--- config.mk ---
export PLATFORM = sky130hd
export DESIGN_NAME = axi_master_write_flat
export DESIGN_NICKNAME = d
export VERILOG_FILES = /design/src/rtl/axi_master_write_if.sv /design/src/rtl/axi_master_write.sv /design/src/flat_wrapper.sv
export SDC_FILE = /design/constraint.sdc
export NUM_CORES = 1
export LEC_CHECK = 0
export ABC_AREA = 1
export BUFFER_PORTS_ARGS = -buffer_cell sky130_fd_sc_hd__buf_4
export CORE_AREA = 2 2 256 258
export CTS_CLUSTER_DIAMETER = 60
export CTS_CLUSTER_SIZE = 14
export DETAILED_ROUTE_END_ITERATION = 7
export DIE_AREA = 0 0 258 260
export PLACE_DENSITY_LB_ADDON = 0.12
export SYNTH_ARGS = -nofsm -noshare
export SYNTH_HDL_FRONTEND = slang
export SYNTH_SLANG_ARGS = --single-unit
export TNS_END_PERCENT = 30
--- constraint.sdc ---
create_clock -name ACLK -period 2.75 [get_ports ACLK]
set_input_delay 0.4125 -clock ACLK [delete_from_list [all_inputs] [get_ports ACLK]]
set_output_delay 0.4125 -clock ACLK [all_outputs]
set_load 0.1 [all_outputs]
--- src/rtl/axi_master_write_if.sv ---
// rtl/axi_master_write_if.sv - AXI4 write-channel bundle (AW, W, B) between write master and DDR slave port
interface axi_master_write_if #(
    parameter int DATA_W = 256
);
    logic [3:0]          awid;
    logic [31:0]         awaddr;
    logic [7:0]          awlen;
    logic [2:0]          awsize;
    logic [1:0]          awburst;
    logic                awvalid;
    logic                awready;
    logic [DATA_W-1:0]   wdata;
    logic [DATA_W/8-1:0] wstrb;
    logic                wlast;
    logic                wvalid;
    logic                wready;
    logic [3:0]          bid;
    logic [1:0]          bresp;
    logic                bvalid;
    logic                bready;

    modport master (
        output awid, awaddr, awlen, awsize, awburst, awvalid,
        input  awready,
        output wdata, wstrb, wlast, wvalid,
        input  wready,
        input  bid, bresp, bvalid,
        output bready
    );

    modport slave (
        input  awid, awaddr, awlen, awsize, awburst, awvalid,
        output awready,
        input  wdata, wstrb, wlast, wvalid,
        output wready,
        output bid, bresp, bvalid,
        input  bready
    );
endinterface

--- src/rtl/axi_master_write.sv ---
// rtl/axi_master_write.sv - single-burst AXI4 write initiator fed from a show-ahead FIFO
module axi_master_write #(
    parameter int         DATA_W = 256,
    parameter logic [3:0] AXI_ID = 4'b0000
) (
    input  logic                 ACLK,
    input  logic                 ARESETN,
    axi_master_write_if.master   m_axi,
    input  logic                 WR_START,
    input  logic [31:0]          WR_ADRS,
    input  logic [8:0]           WR_LEN,
    output logic                 WR_READY,
    output logic                 WR_FIFO_RE,
    input  logic [DATA_W-1:0]    WR_FIFO_DATA,
    output logic                 WR_DONE,
    output logic                 WR_ERR
);

    typedef enum logic [2:0] {
        S_IDLE     = 3'd0,
        S_WA_WAIT  = 3'd1,
        S_WA_START = 3'd2,
        S_WD_PROC  = 3'd3,
        S_WB_WAIT  = 3'd4,
        S_WR_DONE  = 3'd5
    } state_t;

    state_t      state;
    logic [31:0] awaddr_q;
    logic [7:0]  awlen_q;
    logic        awvalid_q;
    logic        wvalid_q;
    logic        bready_q;
    // Nine bits so a 256-beat burst can count its final beat without wrapping.
    logic [8:0]  beat_cnt;

    logic        len_ok;
    logic        last_beat;
    logic        unused_bid;

    // Only lengths that fit an AXI4 INCR burst start a transaction.
    assign len_ok    = (WR_LEN != 9'd0) && (WR_LEN <= 9'd256);
    assign last_beat = (beat_cnt == {1'b0, awlen_q});

    assign m_axi.awid    = AXI_ID;
    assign m_axi.awaddr  = awaddr_q;
    assign m_axi.awlen   = awlen_q;
    assign m_axi.awsize  = 3'b101;
    assign m_axi.awburst = 2'b01;
    assign m_axi.awvalid = awvalid_q;
    // The FIFO is show-ahead, so its head word is the current beat and stays put until popped.
    assign m_axi.wdata   = WR_FIFO_DATA;
    assign m_axi.wstrb   = '1;
    assign m_axi.wlast   = wvalid_q & last_beat;
    assign m_axi.wvalid  = wvalid_q;
    assign m_axi.bready  = bready_q;
    assign WR_FIFO_RE    = wvalid_q & m_axi.wready;
    assign unused_bid    = ^m_axi.bid;

    // Burst sequencer: command latch, AW handshake, W beats, B response, done pulse.
    always_ff @(posedge ACLK or negedge ARESETN) begin
        if (!ARESETN) begin
            state     <= S_IDLE;
            awaddr_q  <= '0;
            awlen_q   <= '0;
            awvalid_q <= 1'b0;
            wvalid_q  <= 1'b0;
            bready_q  <= 1'b0;
            beat_cnt  <= '0;
            WR_DONE   <= 1'b0;
            WR_ERR    <= 1'b0;
            WR_READY  <= 1'b1;
        end else begin
            case (state)
                S_IDLE: begin
                    if (WR_START && len_ok) begin
                        awaddr_q <= WR_ADRS;
                        awlen_q  <= WR_LEN[7:0] - 8'd1;
                        beat_cnt <= '0;
                        WR_ERR   <= 1'b0;
                        WR_READY <= 1'b0;
                        state    <= S_WA_WAIT;
                    end
                end
                S_WA_WAIT: begin
                    awvalid_q <= 1'b1;
                    state     <= S_WA_START;
                end
                S_WA_START: begin
                    if (m_axi.awready) begin
                        awvalid_q <= 1'b0;
                        wvalid_q  <= 1'b1;
                        state     <= S_WD_PROC;
                    end
                end
                S_WD_PROC: begin
                    if (m_axi.wready) begin
                        beat_cnt <= beat_cnt + 9'd1;
                        if (last_beat) begin
                            wvalid_q <= 1'b0;
                            bready_q <= 1'b1;
                            state    <= S_WB_WAIT;
                        end
                    end
                end
                S_WB_WAIT: begin
                    if (m_axi.bvalid) begin
                        WR_ERR   <= (m_axi.bresp != 2'b00);
                        bready_q <= 1'b0;
                        WR_DONE  <= 1'b1;
                        state    <= S_WR_DONE;
                    end
                end
                S_WR_DONE: begin
                    WR_DONE  <= 1'b0;
                    WR_READY <= 1'b1;
                    state    <= S_IDLE;
                end
                default: begin
                    awvalid_q <= 1'b0;
                    wvalid_q  <= 1'b0;
                    bready_q  <= 1'b0;
                    WR_DONE   <= 1'b0;
                    WR_READY  <= 1'b1;
                    state     <= S_IDLE;
                end
            endcase
        end
    end

endmodule

--- src/flat_wrapper.sv ---
// flat-port wrapper written by rule: the top's interface ports become plain ports
module axi_master_write_flat 
#(
    parameter int         DATA_W = 256,
    parameter logic [3:0] AXI_ID = 4'b0000
)
  (ACLK, ARESETN, WR_START, WR_ADRS, WR_LEN, WR_READY, WR_FIFO_RE, WR_FIFO_DATA, WR_DONE, WR_ERR, m_axi_awid, m_axi_awaddr, m_axi_awlen, m_axi_awsize, m_axi_awburst, m_axi_awvalid, m_axi_awready, m_axi_wdata, m_axi_wstrb, m_axi_wlast, m_axi_wvalid, m_axi_wready, m_axi_bid, m_axi_bresp, m_axi_bvalid, m_axi_bready);
  axi_master_write_if #(.DATA_W(DATA_W)) m_axi_i ();
  input  logic ACLK;
  input  logic ARESETN;
  input  logic WR_START;
  input  logic [31:0] WR_ADRS;
  input  logic [8:0] WR_LEN;
  output logic WR_READY;
  output logic WR_FIFO_RE;
  input  logic [DATA_W-1:0] WR_FIFO_DATA;
  output logic WR_DONE;
  output logic WR_ERR;
  output wire logic [$bits(m_axi_i.awid)-1:0] m_axi_awid;
  output wire logic [$bits(m_axi_i.awaddr)-1:0] m_axi_awaddr;
  output wire logic [$bits(m_axi_i.awlen)-1:0] m_axi_awlen;
  output wire logic [$bits(m_axi_i.awsize)-1:0] m_axi_awsize;
  output wire logic [$bits(m_axi_i.awburst)-1:0] m_axi_awburst;
  output wire logic [$bits(m_axi_i.awvalid)-1:0] m_axi_awvalid;
  input wire logic [$bits(m_axi_i.awready)-1:0] m_axi_awready;
  output wire logic [$bits(m_axi_i.wdata)-1:0] m_axi_wdata;
  output wire logic [$bits(m_axi_i.wstrb)-1:0] m_axi_wstrb;
  output wire logic [$bits(m_axi_i.wlast)-1:0] m_axi_wlast;
  output wire logic [$bits(m_axi_i.wvalid)-1:0] m_axi_wvalid;
  input wire logic [$bits(m_axi_i.wready)-1:0] m_axi_wready;
  input wire logic [$bits(m_axi_i.bid)-1:0] m_axi_bid;
  input wire logic [$bits(m_axi_i.bresp)-1:0] m_axi_bresp;
  input wire logic [$bits(m_axi_i.bvalid)-1:0] m_axi_bvalid;
  output wire logic [$bits(m_axi_i.bready)-1:0] m_axi_bready;
  assign m_axi_awid = m_axi_i.awid;
  assign m_axi_awaddr = m_axi_i.awaddr;
  assign m_axi_awlen = m_axi_i.awlen;
  assign m_axi_awsize = m_axi_i.awsize;
  assign m_axi_awburst = m_axi_i.awburst;
  assign m_axi_awvalid = m_axi_i.awvalid;
  assign m_axi_i.awready = m_axi_awready;
  assign m_axi_wdata = m_axi_i.wdata;
  assign m_axi_wstrb = m_axi_i.wstrb;
  assign m_axi_wlast = m_axi_i.wlast;
  assign m_axi_wvalid = m_axi_i.wvalid;
  assign m_axi_i.wready = m_axi_wready;
  assign m_axi_i.bid = m_axi_bid;
  assign m_axi_i.bresp = m_axi_bresp;
  assign m_axi_i.bvalid = m_axi_bvalid;
  assign m_axi_bready = m_axi_i.bready;
  axi_master_write #(.DATA_W(DATA_W), .AXI_ID(AXI_ID)) u_core (.ACLK(ACLK), .ARESETN(ARESETN), .m_axi(m_axi_i), .WR_START(WR_START), .WR_ADRS(WR_ADRS), .WR_LEN(WR_LEN), .WR_READY(WR_READY), .WR_FIFO_RE(WR_FIFO_RE), .WR_FIFO_DATA(WR_FIFO_DATA), .WR_DONE(WR_DONE), .WR_ERR(WR_ERR));
endmodule
# Word level (Yosys, flattened, before mapping)
# Index checks and enable logic that the tools add are counted.
dict set report word_totals {
  register_bits 58
  in_bits 309
  output_inout_bits 345
}
dict set report op_classes {
  addsub 2
  order_cmp 1
  n_eq_ne 11
  muxes 25
  bitwise_logic 7
  n_reduce_logical 21
}
# cell count
set op_table {}
lappend op_table {{$reduce_or 4->1} 5}
lappend op_table {{$mux 9} 2}
lappend op_table {{$pmux 9 s2} 1}
lappend op_table {{$mux 3} 5}
lappend op_table {{$pmux 3 s5} 1}
lappend op_table {{$mux 1} 10}
lappend op_table {{$add 9x1->9 const B} 1}
lappend op_table {{$eq 9x8->1} 1}
lappend op_table {{$le 9x9->1 const B} 1}
lappend op_table {{$pmux 1 s3} 3}
lappend op_table {{$reduce_bool 9->1} 1}
lappend op_table {{$reduce_and 2->1} 4}
lappend op_table {{$reduce_and 4->1} 2}
lappend op_table {{$sub 8x1->8 const B} 1}
lappend op_table {{$eq 3x2->1 const B} 2}
lappend op_table {{$eq 3x3->1 const B} 2}
lappend op_table {{$ne 2x2->1 const B} 3}
lappend op_table {{$pmux 1 s2} 3}
lappend op_table {{$reduce_and 3->1} 2}
lappend op_table {{$reduce_bool 2->1} 3}
lappend op_table {{$not 1->1} 5}
lappend op_table {{$reduce_and 5->1} 1}
lappend op_table {{$ne 2x1->1 const B} 2}
lappend op_table {{$eq 3x1->1 const B} 1}
lappend op_table {{3 further kinds} 5}

# Depth between registers and ports, before layout
dict set report logic_depth {
  word_depth 5
  depth_mapped 11
}

# Worst setup path after synthesis
# OpenSTA, ideal clock, no wires.
dict set report synth_timing {
  path_type {register to output}
  start {register u_core.awlen_q[3], in the netlist u_core.m_axi.awlen[3]}
  end {output m_axi_wlast}
  t_arrival_ps 2663
  required_time_ps 2338
  path_slack_ps -325
  path_stages_with_launch 9
  n_path_buf 0
  cell_sequence {dfrtp_1 inv_1 nand2_1 nand2_1 inv_1 nand2_1 nor2_1 nand3_1 nor2_1}
}
dict set report synth_between {
  elab_chain_cells 2
}
# element line
set synth_rtl {}
lappend synth_rtl {{from (decl)} axi_master_write.sv:30} ;# logic [7:0] awlen_q;
lappend synth_rtl {{from (signal assigned)} axi_master_write.sv:78} ;# awlen_q <= WR_LEN[7:0] - 8'd1;
lappend synth_rtl {{$eq 9x8->1} axi_master_write.sv:43} ;# assign last_beat = (beat_cnt == {1'b0, awlen_q});
lappend synth_rtl {{$and 1x1->1} axi_master_write.sv:54} ;# assign m_axi.wlast = wvalid_q & last_beat;
lappend synth_rtl {{to (decl)} flat_wrapper.sv:28} ;# output wire logic [$bits(m_axi_i.wlast)-1:0] m_axi_wlast;
# Every way passes these cells.

# Final worst setup path
dict set report layout_timing {
  start {register u_core.awlen_q[5], in the netlist u_core.m_axi.awlen[5]}
  end {output m_axi_wlast}
}
# The elaborated chain is that of the path after synthesis.

==> impl_metrics.env <==
export IMPL_fin_crit_sh_pct=82.0
export IMPL_global_route_usage_met3_pct=3.23
export IMPL_ir_drop_uv=493
export IMPL_power_leakage_uw=0.00227
export IMPL_io_pins=654
export IMPL_use_met1_pct=5.37
export IMPL_period_needed_ns=2.25
export IMPL_yosysWarnings=0
export IMPL_path_buf_inv=3
export IMPL_via_per_inst=2.31
export IMPL_globalplace_congestion=0.653
export IMPL_synth_avg_cell_area_um2=7.75
export IMPL_ys_seq_area_share_pct=28.5
export IMPL_antennaDiodeCount=0
export IMPL_final_common_cell="nand2_1"
export IMPL_die_x_um=258
export IMPL_gr_total_overflow=0
export IMPL_grtUsageTotal_pct=5.43
export IMPL_fp_dieH_um=260
export IMPL_portBuffers=96
export IMPL_synth_cells=657
export IMPL_finalSetupTns_ns=0
export IMPL_drtAntennaViolNets=0
export IMPL_wl_um=18200
export IMPL_grt_busiest_layer="met2"
export IMPL_synth_largest_area_cell="buf_4"
export IMPL_dpl_hpwl_um=13700
export IMPL_cts_hold_fix_buffers=1
export IMPL_synth_distinct_cells=27
export IMPL_grt_setup_unrepaired="no"
export IMPL_final_cell_mix="nand2_1, buf_4, dfrtp_1"
export IMPL_critPathSlowestCell="dfrtp_1"
export IMPL_vias=3132
export IMPL_nets=809
export IMPL_grt_max_degree=31
export IMPL_clk_path_buf_depth=2
export IMPL_setup_violations=0
export IMPL_required_ns=2.34
export IMPL_cts_repair_resized=0
export IMPL_finalClockSkew_ns=0.00884
export IMPL_clk_pin_slew_ns=0.06
export IMPL_coreArea_mm2=0.0641
export IMPL_cp_top_family="simple AND/OR/NAND/NOR gates"
export IMPL_max_stage_delay_ns=0.43
export IMPL_num_rows=93
export IMPL_nFillCells=7534
export IMPL_cts_setup_buffers=0
export IMPL_drc=0
export IMPL_cts_htree_levels=3
export IMPL_hold_viol=0
export IMPL_die_area_mm2=0.0671
export IMPL_synth_area_leaders="buf_4, dfrtp_1, nand2_1"
export IMPL_crit_type="register to output port"
export IMPL_crit_fanout=4
export IMPL_synth_seq_cells=58
export IMPL_numCtsBuffers=9
export IMPL_cap_violations=0
export IMPL_maxSlewViolCount=0
export IMPL_first_iter_violations=87
export IMPL_syn_cell_area_mm2=0.00509
export IMPL_antenna_found_initial=1
export IMPL_drive_gt1_share_pct=25.6
export IMPL_gr_usage_met2_pct=7.41
export IMPL_tightest_slew_ns=0.532
export IMPL_status="finished, final reports clean"
export IMPL_total_power_uw=7210
export IMPL_cts_tree="done"
export IMPL_cts_root_buf="clkbuf_16"
export IMPL_wire_per_inst_um=13.4
export IMPL_cts_sinks=58
export IMPL_cp_end_kind="output port"
export IMPL_cp_data_arrival_time_ns=1.84
export IMPL_fin_area_mm2=0.00513
export IMPL_worst_setup_path_start_kind="register"
export IMPL_cpMostUsedCell="nand2_1"
export IMPL_fmax_mhz=444
export IMPL_slew_headroom_pct=64.5
export IMPL_grt_pass1_vias=3397
export IMPL_worstHoldPathType="input port to register"
export IMPL_power_density_mw_per_mm2=1400
export IMPL_syn2layout_area_growth_pct=0.761
export IMPL_drt_pass1_iter_count=4
export IMPL_clk_latency_ns=0.37
export IMPL_grt_pass1_wl_um=25000
export IMPL_dpl_cell_area_mm2=0.00480
export IMPL_crit_chain="inv_1 > nand2_1 > nand2_1 > inv_1 > nand2_1 > nor2_1 > nand3_1 > nor2_2 > buf_4"
export IMPL_start_util_pct=7.94
export IMPL_yosysTopAreaCellShare_pct=43.9
cells by family after synthesis:
kind of cell	share of synthesized area [%]
simple gates	18.3
flops	28.5
compound gates	2.87
buf+inv	47.8
xor+xnor	1.89
other cells	0.147
fa+ha+maj	0.491
power breakdown:
part | switching (µW) | internal (µW) | total [µW]
logic | 3520 | 819 | 4340
registers | 330 | 1210 | 1540
clock network | 514 | 816 | 1330
through the flow:
stage                     setup WS, ns  std cells  hold WS, ns  util, %
after detailed placement         0.474       1341        0.429     7.49
after global routing             0.258       1358        0.233     8.00
after global placement           0.462       1341        0.438     7.49
after CTS                        0.359       1358        0.213     8.00
after floorplan                  0.126        696        0.117        -
final                            0.496       1358        0.244     8.00
layer usage:
metal / vias to the layer above / wire length (µm)
li1: 1377 / -
met1: 1350 / 6640
met2: 272 / 7570
met3: 131 / 2250
met4: 2 / 1720
met5: - / 13
cells in the mapped netlist:
cell	n
buf_4	298
nand2_1	127
dfrtp_1	57
nand3_1	49
inv_1	27
nor2_1	22
o21ai_1	17
buf_2	9
xor2_1	7
nand4_1	6
o21ai_0	6
inv_2	4
xnor2_1	4
a21oi_1	3
clkbuf_1	3
buf_6	2
conb_1	2
ha_1	2
nand2_4	2
nand3b_1	2
or2_1	2
dfstp_2	1
nor2_8	1
nor3_1	1
nor3_4	1
o21a_1	1
o21ai_2	1
final timing paths:
kind | start | end | slack (ns) | cells after the start
min in group asynchronous | ARESETN | u_core.m_axi.awaddr[30] | 0.54 | 2
worst max-delay path | u_core.m_axi.awlen[5] | m_axi_wlast | 0.50 | 9
max in group asynchronous | ARESETN | u_core.WR_READY | 1.56 | 3
worst max register to register | u_core.state[1] | u_core.beat_cnt[1] | 0.84 | 5
worst min register to register | u_core.m_axi.awaddr[17] | u_core.m_axi.awaddr[17] | 0.47 | 2
worst min-delay path | WR_LEN[0] | u_core.m_axi.awlen[0] | 0.24 | 2
state kept, by name (all words and copies together) (netlist names):
name,flops
u_core.WR_DONE,1
u_core.WR_ERR,1
u_core.m_axi.awvalid,1
u_core.m_axi.bready,1
u_core.beat_cnt,9
u_core.state,3
u_core.WR_READY,1
u_core.m_axi.wvalid,1
u_core.m_axi.awlen,8
u_core.m_axi.awaddr,32
layout make-up:
class	count	area (µm²)	share of cell area (%)
repair buffers	103	813	15.8
well taps	855	1070	20.8
inverters	31	116	2.27
clock buffers	11	243	4.73
clock inverters	5	77.6	1.51
flip-flops and latches	58	1450	28.3
multi-input cells	295	1360	26.5
Note: power is estimated with default switching activity, not from simulation.
